### src/rtl/pkg_voice.sv
// Shared types and constants for the time-shared sine voice scheduler.
// Holds the scheduler FSM state enum, the default voice count and the
// per-voice cycle cost (SETUP, SAMPLE, ACCUM).
package pkg_voice;

  typedef enum logic [2:0] {
    ST_IDLE,
    ST_SETUP,
    ST_SAMPLE,
    ST_ACCUM,
    ST_DONE
  } state_t;

  localparam int DEF_NUM_VOICES = 4;
  localparam int CYC_PER_VOICE  = 3;

  // Peak sine magnitude; the phase is a 15-bit angle spanning one full turn.
  localparam int SINE_AMP   = 262144;
  localparam int PHASE_BITS = 15;

endpackage

### src/rtl/mod_sinesource.sv
// Sine generator: sine(2*pi*step/period), peak SINE_AMP, quarter-wave table.
// Ports: clk, rst_n (sync, active-low), load latches step/period, capture
// registers the computed sample into sine. One load-to-capture cycle.
module mod_sinesource
  import pkg_voice::*;
(
  input  logic               clk,
  input  logic               rst_n,
  input  logic               load,
  input  logic               capture,
  input  logic signed [31:0] step,
  input  logic signed [31:0] period,
  output logic signed [31:0] sine
);

  logic signed [31:0] step_q;
  logic signed [31:0] period_q;
  logic [47:0]        num;
  logic [47:0]        den;
  logic [5:0]         coarse;
  logic [4:0]         k;
  logic [31:0]        mag;
  logic signed [31:0] sine_c;

  // round(SINE_AMP * sin(i * pi/32)), i = 0..16
  function automatic logic [31:0] qsin(input logic [4:0] i);
    case (i)
      5'd0:    qsin = 32'd0;
      5'd1:    qsin = 32'd25695;
      5'd2:    qsin = 32'd51142;
      5'd3:    qsin = 32'd76096;
      5'd4:    qsin = 32'd100318;
      5'd5:    qsin = 32'd123574;
      5'd6:    qsin = 32'd145639;
      5'd7:    qsin = 32'd166302;
      5'd8:    qsin = 32'd185364;
      5'd9:    qsin = 32'd202640;
      5'd10:   qsin = 32'd217965;
      5'd11:   qsin = 32'd231190;
      5'd12:   qsin = 32'd242189;
      5'd13:   qsin = 32'd250856;
      5'd14:   qsin = 32'd257107;
      5'd15:   qsin = 32'd260882;
      5'd16:   qsin = 32'd262144;
      default: qsin = 32'd0;
    endcase
  endfunction

  always_comb begin
    num = {1'b0, step_q, 15'd0};
    // A non-positive period never reaches the divider; phase is forced to 0.
    den = (period_q > 0) ? {16'd0, period_q} : 48'd1;
    // coarse = angle[14:9]: half-turn sign, quadrant mirror, 16 steps/quadrant
    coarse = (period_q > 0 && step_q >= 0) ? 6'((num / den) >> 9) : 6'd0;
    k      = coarse[4] ? (5'd16 - {1'b0, coarse[3:0]}) : {1'b0, coarse[3:0]};
    mag    = qsin(k);
    sine_c = coarse[5] ? -$signed(mag) : $signed(mag);
  end

  always_ff @(posedge clk) begin
    if (!rst_n) begin
      step_q   <= '0;
      period_q <= '0;
      sine     <= '0;
    end else begin
      if (load) begin
        step_q   <= step;
        period_q <= period;
      end
      if (capture) begin
        sine <= sine_c;
      end
    end
  end

endmodule

### src/rtl/mod_voice_scheduler.sv
// Time-shares one mod_sinesource across NUM_VOICES voices; each strobe runs
// a pass (3 cycles/voice) summing enabled voice sines into o_mix.
// Ports: sample strobe, per-voice config write, o_mix/o_mix_valid, o_busy, sticky o_overrun.
module mod_voice_scheduler
  import pkg_voice::*;
#(
  parameter int NUM_VOICES = DEF_NUM_VOICES
) (
  input  logic                          i_clk,
  input  logic                          i_rst_n,
  input  logic                          i_sample_strobe,
  input  logic                          i_cfg_we,
  input  logic [$clog2(NUM_VOICES)-1:0] i_cfg_voice,
  input  logic signed [31:0]            i_cfg_period,
  input  logic                          i_cfg_enable,
  output logic signed [31:0]            o_mix,
  output logic                          o_mix_valid,
  output logic                          o_busy,
  output logic                          o_overrun
);

  localparam int VW = $clog2(NUM_VOICES);
  localparam logic [VW-1:0] LAST_VOICE = VW'(NUM_VOICES - 1);

  state_t             state;
  logic [VW-1:0]      vidx;
  logic signed [31:0] acc;
  logic signed [31:0] acc_next;
  logic               act_q;
  logic signed [31:0] sine_q;
  logic               cur_act;
  logic signed [31:0] tm_inc;

  logic signed [31:0] period_r [NUM_VOICES];
  logic               en_r     [NUM_VOICES];
  logic signed [31:0] tm_r     [NUM_VOICES];

  mod_sinesource u_sine (
    .clk     (i_clk),
    .rst_n   (i_rst_n),
    .load    (state == ST_SETUP),
    .capture (state == ST_SAMPLE),
    .step    (tm_r[vidx]),
    .period  (period_r[vidx]),
    .sine    (sine_q)
  );

  // act_q is latched with the sine inputs so a mid-pass config change cannot
  // add or drop this pass's contribution.
  assign acc_next = acc + (act_q ? sine_q : 32'sd0);
  assign cur_act  = en_r[vidx] && (period_r[vidx] > 0);
  assign tm_inc   = tm_r[vidx] + 32'sd1;

  always_ff @(posedge i_clk) begin
    if (!i_rst_n) begin
      state       <= ST_IDLE;
      vidx        <= '0;
      acc         <= '0;
      act_q       <= 1'b0;
      o_mix       <= '0;
      o_mix_valid <= 1'b0;
      o_busy      <= 1'b0;
      o_overrun   <= 1'b0;
      for (int v = 0; v < NUM_VOICES; v++) begin
        period_r[v] <= '0;
        en_r[v]     <= 1'b0;
        tm_r[v]     <= '0;
      end
    end else begin
      o_mix_valid <= 1'b0;
      if (i_sample_strobe && o_busy) begin
        o_overrun <= 1'b1;
      end

      case (state)
        ST_IDLE: begin
          if (i_sample_strobe) begin
            state  <= ST_SETUP;
            vidx   <= '0;
            acc    <= '0;
            o_busy <= 1'b1;
          end
        end
        ST_SETUP: begin
          act_q <= cur_act;
          state <= ST_SAMPLE;
        end
        ST_SAMPLE: begin
          state <= ST_ACCUM;
        end
        ST_ACCUM: begin
          acc <= acc_next;
          if (cur_act) begin
            tm_r[vidx] <= (tm_inc >= period_r[vidx]) ? 32'sd0 : tm_inc;
          end else begin
            tm_r[vidx] <= '0;
          end
          if (vidx == LAST_VOICE) begin
            // o_mix is loaded here so it is stable during the valid cycle.
            o_mix       <= acc_next;
            o_mix_valid <= 1'b1;
            state       <= ST_DONE;
          end else begin
            vidx  <= vidx + 1'b1;
            state <= ST_SETUP;
          end
        end
        ST_DONE: begin
          o_busy <= 1'b0;
          state  <= ST_IDLE;
        end
        default: begin
          state <= ST_IDLE;
        end
      endcase

      // Placed after the ACCUM update so a same-cycle write wins.
      if (i_cfg_we) begin
        period_r[i_cfg_voice] <= i_cfg_period;
        en_r[i_cfg_voice]     <= i_cfg_enable;
        tm_r[i_cfg_voice]     <= '0;
      end
    end
  end

endmodule

### config.mk
export PLATFORM = sky130hd
export DESIGN_NAME = mod_voice_scheduler
export DESIGN_NICKNAME = d
export VERILOG_FILES = /design/src/rtl/pkg_voice.sv /design/src/rtl/mod_sinesource.sv /design/src/rtl/mod_voice_scheduler.sv
export SDC_FILE = /design/constraint.sdc
export NUM_CORES = 2
export LEC_CHECK = 0
export BUFFER_PORTS_ARGS = -buffer_cell sky130_fd_sc_hd__buf_2
export CAP_MARGIN = 30
export CORE_ASPECT_RATIO = 2
export CORE_MARGIN = 1.5
export CORE_UTILIZATION = 50
export DETAILED_ROUTE_END_ITERATION = 16
export GPL_TIMING_DRIVEN = 1
export MAX_ROUTING_LAYER = met4
export PLACE_DENSITY_LB_ADDON = 0.08
export SYNTH_ARGS = -nofsm -noshare
export SYNTH_HDL_FRONTEND = slang
export SYNTH_SLANG_ARGS = --single-unit
### constraint.sdc
create_clock -name i_clk -period 117.4 [get_ports i_clk]
set_clock_uncertainty 0.2 [all_clocks]
set_input_delay 23.48 -clock i_clk [delete_from_list [all_inputs] [get_ports i_clk]]
set_output_delay 23.48 -clock i_clk [all_outputs]
set_load 0.1 [all_outputs]
# Word-level counts from Yosys, hierarchy flattened
# Memories as Yosys holds them, arrays and structs flattened. A register that Yosys moved wholly into a read port is not among the register bits.
# Cells that the tools add are included.
# word_totals
output_inout_bits	35
register_bits	169
mem_bits_ro	608
ram_bits	260
memories	4
in_bits	39
# mem_list
memory	depth	word_bits	read_ports	rd_clocked_by_memory_dff	wr	line_no	source
(name not given)	32	19	1	0	0	mod_sinesource.sv:27	case (i)
period_r	4	32	1	1	4	mod_voice_scheduler.sv:34	logic signed [31:0] period_r [NUM_VOICES];
tm_r	4	32	1	1	4	mod_voice_scheduler.sv:36	logic signed [31:0] tm_r [NUM_VOICES];
en_r	4	1	1	1	4	mod_voice_scheduler.sv:35	logic en_r [NUM_VOICES];
# classes
muxes	48
eq_ne	7
div_mod_pow	1
bitwise	1
n_addsub	5
order_cmp	4
reduce_logical	15
# ops
op	count
32-bit 2-to-1 mux	9
32-bit OR reduction	3
32-bit by 1-bit > comparator with 1-bit output (second input constant)	2
32-bit one-hot mux with 2 select lines	1
47-bit by 48-bit divider with 48-bit output	1
32-bit by 2-bit adder with 32-bit output (second input constant)	1
32-bit adder	1
32-bit by 1-bit greater-or-equal comparator with 1-bit output (second input constant)	1
32-bit greater-or-equal comparator	1
32-bit negation	1
2-bit 2-to-1 mux	12
1-bit 2-to-1 mux	19
3-bit one-hot mux with 4 select lines	1
2-bit AND reduction	4
3-bit by 2-bit equality test with 1-bit output (second input constant)	2
3-bit 2-to-1 mux	2
6-bit 2-to-1 mux	1
5-bit 2-to-1 mux	1
5-bit by 4-bit subtractor with 5-bit output (first input constant)	1
2-bit inequality test (second input constant)	2
2-bit one-hot mux with 2 select lines	1
2-bit nonzero test	2
3-bit by 1-bit equality test with 1-bit output (second input constant)	1
3-bit equality test (second input constant)	1
other kinds (8)	10

# Depth between registers and ports, before layout
# depth
word_depth	9
ltp_mapped	487
mapped_depth_nobuf	444

# Hierarchy
# From an unflattened synthesis, not the netlist that was laid out.
# unflattened
hier_cells	8574
hier_area_um2	65162.5
# modules_own_cells
mod	seq_area_each_um2	n_inst	cells_per_inst	area_per_inst_um2
mod_sinesource	1921.8	1	6991	48681.7
mod_voice_scheduler	7997.7	1	1583	16480.8

# Worst setup path before layout
# OpenSTA, ideal clock, no wires.
# synth_timing
kind	flip-flop to flip-flop
start	register u_sine.period_q[31], read port of period_r
end	register u_sine.sine[18]
path_buffers	67
t_required_ns	117.068
arrival_ns	96.109
stages_incl_launch_ff	458
setup_ns	0.132
slack_ns	20.959
cell_sequence	dfxtp_1 -> buf_2 -> inv_1 -> clkbuf_1 -> clkbuf_1 -> nand2_1 -> ha_1 -> nor2_1 -> o31a_1 -> or2_2 -> ha_1 -> nor2_1 -> nor2b_1 -> o21ai_0 -> or4b_2 -> nand2_1 -> ha_1 -> a21o_1 -> (+422 left out) -> a31oi_1 -> o221ai_1 -> a31oi_1 -> a21oi_1 -> inv_1 -> ha_1 -> nand2b_1 -> o211a_1 -> ha_1 -> o31a_1 -> nand2_1 -> ha_1 -> inv_1 -> a221oi_4 -> nand3_2 -> o21ai_4 -> xor2_1 -> a21oi_1
# synth_via
elab_chain_cells	9
word_cells_on_any_way	10
classes_between	add/sub (2); div (1); order compare (1); mux (4); reduce/logical (1); memory (1)
# synth_rtl
item	line_no	source
start: declaration	mod_sinesource.sv:17	logic signed [31:0] period_q;
32-bit by 1-bit > comparator with 1-bit output	mod_sinesource.sv:52, mod_sinesource.sv:54	
32-bit 2-to-1 mux	mod_sinesource.sv:52	den = (period_q > 0) ? {16'd0, period_q} : 48'd1;
47-bit by 48-bit divider with 48-bit output	mod_sinesource.sv:54	coarse = (period_q > 0 && step_q >= 0) ? 6'((num / den) >> 9) : 6'd0;
6-bit 2-to-1 mux (*)	mod_sinesource.sv:54	
5-bit by 4-bit subtractor with 5-bit output	mod_sinesource.sv:55	k = coarse[4] ? (5'd16 - {1'b0, coarse[3:0]}) : {1'b0, coarse[3:0]};
5-bit 2-to-1 mux	mod_sinesource.sv:55	
memory 32 x 19 bit	--	
32-bit negation	mod_sinesource.sv:57	sine_c = coarse[5] ? -$signed(mag) : $signed(mag);
32-bit 2-to-1 mux (*)	mod_sinesource.sv:57	
end signal: assignment	mod_sinesource.sv:71	sine <= sine_c;
end: declaration	mod_sinesource.sv:13	output logic signed [31:0] sine
# Mark *: on every way between the ends. The rest lies on a longest branch, timed or not.
# A chain may end at the register's enable or synchronous reset.

# Worst setup path in the final report
# layout_timing
start	register u_sine.period_q[31], read port of period_r
end	register u_sine.sine[20]
# Same word-level chain as after synthesis.

==> impl_results.html <==
<table>
<tr><th>Metric</th><th>Value</th></tr>
<tr><th colspan="2">Status</th></tr>
<tr><td>Status</td><td>finished clean</td></tr>
<tr><th colspan="2">Floorplan</th></tr>
<tr><td>Die extent in x</td><td>between 200 and 300 um</td></tr>
<tr><td>Starting Density</td><td>about half</td></tr>
<tr><td>Area of the die</td><td>approximately 0.13 mm^2</td></tr>
<tr><td>Top-level port count</td><td>74</td></tr>
<tr><td>Number of standard-cell rows in the floorplan</td><td>approximately 190</td></tr>
<tr><td>Die height</td><td>~510 um</td></tr>
<tr><td>Core outline area</td><td>around 0.13 mm^2</td></tr>
<tr><th colspan="2">Clock network</th></tr>
<tr><td>CTS clock-pin slew for the worst setup and hold paths</td><td>approximately 0.08 ns</td></tr>
<tr><td>H-tree depth reported by CTS</td><td>2</td></tr>
<tr><td>TritonCTS clock tree</td><td>built</td></tr>
<tr><td>Count of clock tree sinks</td><td>around 430</td></tr>
<tr><td>Number of hold-repair buffers added at the cts stage</td><td>0</td></tr>
<tr><td>Number of CTS-inserted buffers</td><td>34</td></tr>
<tr><td>Worst-Skew Late Latency</td><td>between 0.5 and 0.6 ns</td></tr>
<tr><td>Number of buffers on the longest clock path</td><td>3</td></tr>
<tr><td>Root cell of the clock tree</td><td>sky130_fd_sc_hd__clkbuf_16</td></tr>
<tr><th colspan="2">Timing</th></tr>
<tr><td>Unrepaired setup endpoints after global routing</td><td>no</td></tr>
<tr><td>Post-route minimum period</td><td>around 110 ns</td></tr>
<tr><td>Fmax</td><td>between 0.008 and 0.009 GHz</td></tr>
<tr><td>Slew Viols, Final</td><td>0</td></tr>
<tr><td>Final hold violation count</td><td>0</td></tr>
<tr><td>Period utilization</td><td>95.1%</td></tr>
<tr><td>Number of failing setup endpoints in the final timing report</td><td>0</td></tr>
<tr><td>Post-route setup TNS</td><td>0 ns</td></tr>
<tr><td>Worst slew slack as a fraction of its limit</td><td>between 20% and 30%</td></tr>
<tr><td>Least-Margin Pin Slew</td><td>between 1 and 1.5 ns</td></tr>
<tr><th colspan="2">Logic synthesis</th></tr>
<tr><td>Synthesis-stage register bit count</td><td>~430</td></tr>
<tr><td>Post-synthesis cell type count</td><td>around 120</td></tr>
<tr><td>Cell accounting for the most synthesized area</td><td>sky130_fd_sc_hd__ha_1</td></tr>
<tr><td>Most common cell in the netlist</td><td>sky130_fd_sc_hd__nor2_1</td></tr>
<tr><td>Ys Warns</td><td>0</td></tr>
<tr><td>Leading cell types by count after synthesis</td><td>954 x sky130_fd_sc_hd__nor2_1, 852 x sky130_fd_sc_hd__nand2_1, 823 x sky130_fd_sc_hd__a21oi_1</td></tr>
<tr><td>Fraction of synthesis flops using an asynchronous set or reset pin</td><td>0%</td></tr>
<tr><td>Share of the synthesized area in the top cell type</td><td>around 15%</td></tr>
<tr><td>Top area cells in the synthesized netlist</td><td>sky130_fd_sc_hd__ha_1 15%, sky130_fd_sc_hd__dfxtp_1 9.4%, sky130_fd_sc_hd__a21oi_1 6.4%</td></tr>
<tr><td>Most frequently used flop master after synthesis</td><td>sky130_fd_sc_hd__dfxtp_1</td></tr>
<tr><td>Mean instance size in the synthesized netlist</td><td>approximately 7.5 um^2</td></tr>
<tr><td>Sequential-to-total area share from yosys stat</td><td>between 15 and 20%</td></tr>
<tr><td>Mapped Area</td><td>around 0.064 mm^2</td></tr>
<tr><td>Instance count of the mapped netlist</td><td>8597</td></tr>
<tr><td>Number of synthesized flops with an enable pin</td><td>129</td></tr>
<tr><th colspan="2">Global routing</th></tr>
<tr><td>Number of global-route vias before repair</td><td>a little under 70000</td></tr>
<tr><td>Aggregate global routing overflow</td><td>0</td></tr>
<tr><td>Pin count of the biggest net entering global routing</td><td>84</td></tr>
<tr><td>Antenna violations before repair</td><td>9</td></tr>
<tr><td>Wire length of the first global-routing pass</td><td>approximately 400000 um</td></tr>
<tr><td>Global router's overall resource usage</td><td>41.0%</td></tr>
<tr><th colspan="2">Detailed routing</th></tr>
<tr><td>Number of DRC markers in iteration 0</td><td>4569</td></tr>
<tr><td>Wirelength per Cell</td><td>26.3 um</td></tr>
<tr><td>Router iterations before antenna repair</td><td>7</td></tr>
<tr><td>Drt drc</td><td>0</td></tr>
<tr><td>Vias per inst</td><td>approximately 6.6</td></tr>
<tr><td>Number of antenna-violating nets in the routed design</td><td>0</td></tr>
<tr><td>Total detailed-routing wirelength</td><td>around 270000 um</td></tr>
<tr><td>Total via count after detailed routing</td><td>roughly 68000</td></tr>
<tr><th colspan="2">Critical path</th></tr>
<tr><td>Worst setup path start</td><td>u_sine.period_q[31]</td></tr>
<tr><td>Reg2Reg Depth</td><td>between 400 and 500</td></tr>
<tr><td>Slowest Stage Delay on Critical Path</td><td>just over 0.8 ns</td></tr>
<tr><td>Most numerous cell on the critical path</td><td>sky130_fd_sc_hd__ha_1</td></tr>
<tr><td>Class of the most critical setup path</td><td>flip-flop to flip-flop</td></tr>
<tr><td>Setup crit end kind</td><td>flip-flop</td></tr>
<tr><td>Highest net fanout along the worst path</td><td>slightly above 40</td></tr>
<tr><td>Data required time at the worst endpoint</td><td>about 120 ns</td></tr>
<tr><td>Logic depth of the worst setup path including buffers</td><td>~420</td></tr>
<tr><td>Startpoint Class</td><td>flip-flop</td></tr>
<tr><td>Reg-to-reg setup timing slack</td><td>about 5.7 ns</td></tr>
<tr><td>R2r endpoint</td><td>u_sine.sine[20]</td></tr>
<tr><td>Reg-to-Reg Start</td><td>u_sine.period_q[31]</td></tr>
<tr><td>Buf/Inv on CP</td><td>32</td></tr>
<tr><td>End point of the critical path</td><td>u_sine.sine[20]</td></tr>
<tr><td>Endpoint arrival time on the critical path</td><td>about 110 ns</td></tr>
<tr><td>Kind of cell adding the most delay to the critical path</td><td>compound AO/OA/AOI/OAI gates</td></tr>
<tr><td>Cell at the slowest stage of the critical path</td><td>sky130_fd_sc_hd__nor3_2</td></tr>
<tr><th colspan="2">Placed design</th></tr>
<tr><td>Count of input and output buffers</td><td>73</td></tr>
<tr><td>HPWL after detailed placement</td><td>between 200000 and 250000 um</td></tr>
<tr><td>Placer Congestion</td><td>1.10</td></tr>
<tr><th colspan="2">Min path</th></tr>
<tr><td>HP Class</td><td>flip-flop to flip-flop</td></tr>
<tr><th colspan="2">Final layout</th></tr>
<tr><td>Sequential Area</td><td>between 0.009 and 0.01 mm^2</td></tr>
<tr><td>Layout cell share with drive strength beyond 1</td><td>under 10%</td></tr>
<tr><td>Number of fillers in the final layout</td><td>between 10000 and 15000</td></tr>
<tr><td>Synth-to-Final Area Change</td><td>6.08%</td></tr>
<tr><td># nets final</td><td>~9400</td></tr>
<tr><td>Multi-input gate area</td><td>0.0525 mm^2</td></tr>
<tr><th colspan="2">Flow run</th></tr>
<tr><td>Total of max-cap violations</td><td>0</td></tr>
</table>
-- cell families after synthesis --
group / after synthesis / synth area share, %
simple gates: 3130 / 23.2
compound gates: 2719 / 27.5
fa+ha+maj: 791 / 15.4
buf+inv: 607 / 3.65
xor+xnor: 590 / 8.02
flops: 431 / 15.4
mux: 327 / 6.78
other cells: 2 / 0.0117
-- through the flow --
stage | util, % | hold slack (ns) | std cells | area, um^2 | setup WS [ns]
after floorplan | - | 0.217 | 8604 | 64500 | 20.96
after global placement | 52.2 | 0.227 | 10200 | 66900 | 3.99
after detailed placement | 52.3 | 0.232 | 10200 | 67000 | 4.88
after CTS | 53.1 | 0.250 | 10200 | 68100 | 4.53
after global routing | 53.3 | 0.275 | 10300 | 68400 | 0.0340
final | 53.3 | 0.250 | 10300 | 68400 | 5.75
-- worst min path at each step --
stage                     cells past startpoint  slack, ns               to            start
after floorplan                               2       0.22   u_sine.sine[6]   u_sine.sine[6]
after global placement                        1       0.23  u_sine.sine[21]  u_sine.sine[21]
after detailed placement                      1       0.23  u_sine.sine[21]  u_sine.sine[21]
after CTS                                     1       0.25  u_sine.sine[21]  u_sine.sine[21]
after global routing                          1       0.28  u_sine.sine[23]  u_sine.sine[23]
final                                         1       0.25  u_sine.sine[19]  u_sine.sine[19]
-- layout make-up --
class	count	share of cell area, %
Antenna cell	10	0.0366
Clock buffer	43	1.37
Clock inverter	19	0.209
Inverter	273	1.50
Multi-Input combinational cell	7566	76.8
Sequential cell	431	14.5
Tap cell	1692	3.10
Timing Repair Buffer	237	2.42
-- layout by cell type (no fill, tap or decap), drive strengths merged, types with 204 or more instances in the layout --
cell	count
a21o	268
a21oi	825
buf	232
dfxtp	302
ha	790
inv	275
mux2	222
nand2	852
nor2	955
nor3	227
o21a	204
o21ai	464
xnor2	387
-- sequential cells by signal, indices dropped and copies added, names as in the netlist, 4 cells and up, named ones only --
register	cells
acc	32
u_sine.sine	32
u_sine.step_q	32
period_r	128
o_mix	32
en_r	4
u_sine.period_q	32
tm_r	128
-- metal layers --
metal | wire length, um | global-route usage, % | up-vias
li1 | - | - | 31700
met1 | 88500 | 36.2 | 32000
met2 | 135000 | 72.4 | 2581
met3 | 13300 | 6.27 | 1322
met4 | 33200 | 41.6 | 0
met5 | 0 | - | -
-- what timing repair did --
action,4_1_cts,5_1_grt
endpoints found under the setup margin,0,32
endpoints found under the hold margin,0,0
gates resized for setup,0,30
setup buffers,0,4
Power is not shown: default switching activity piles up to over one toggle a cycle in this logic, so the estimate is an artifact.
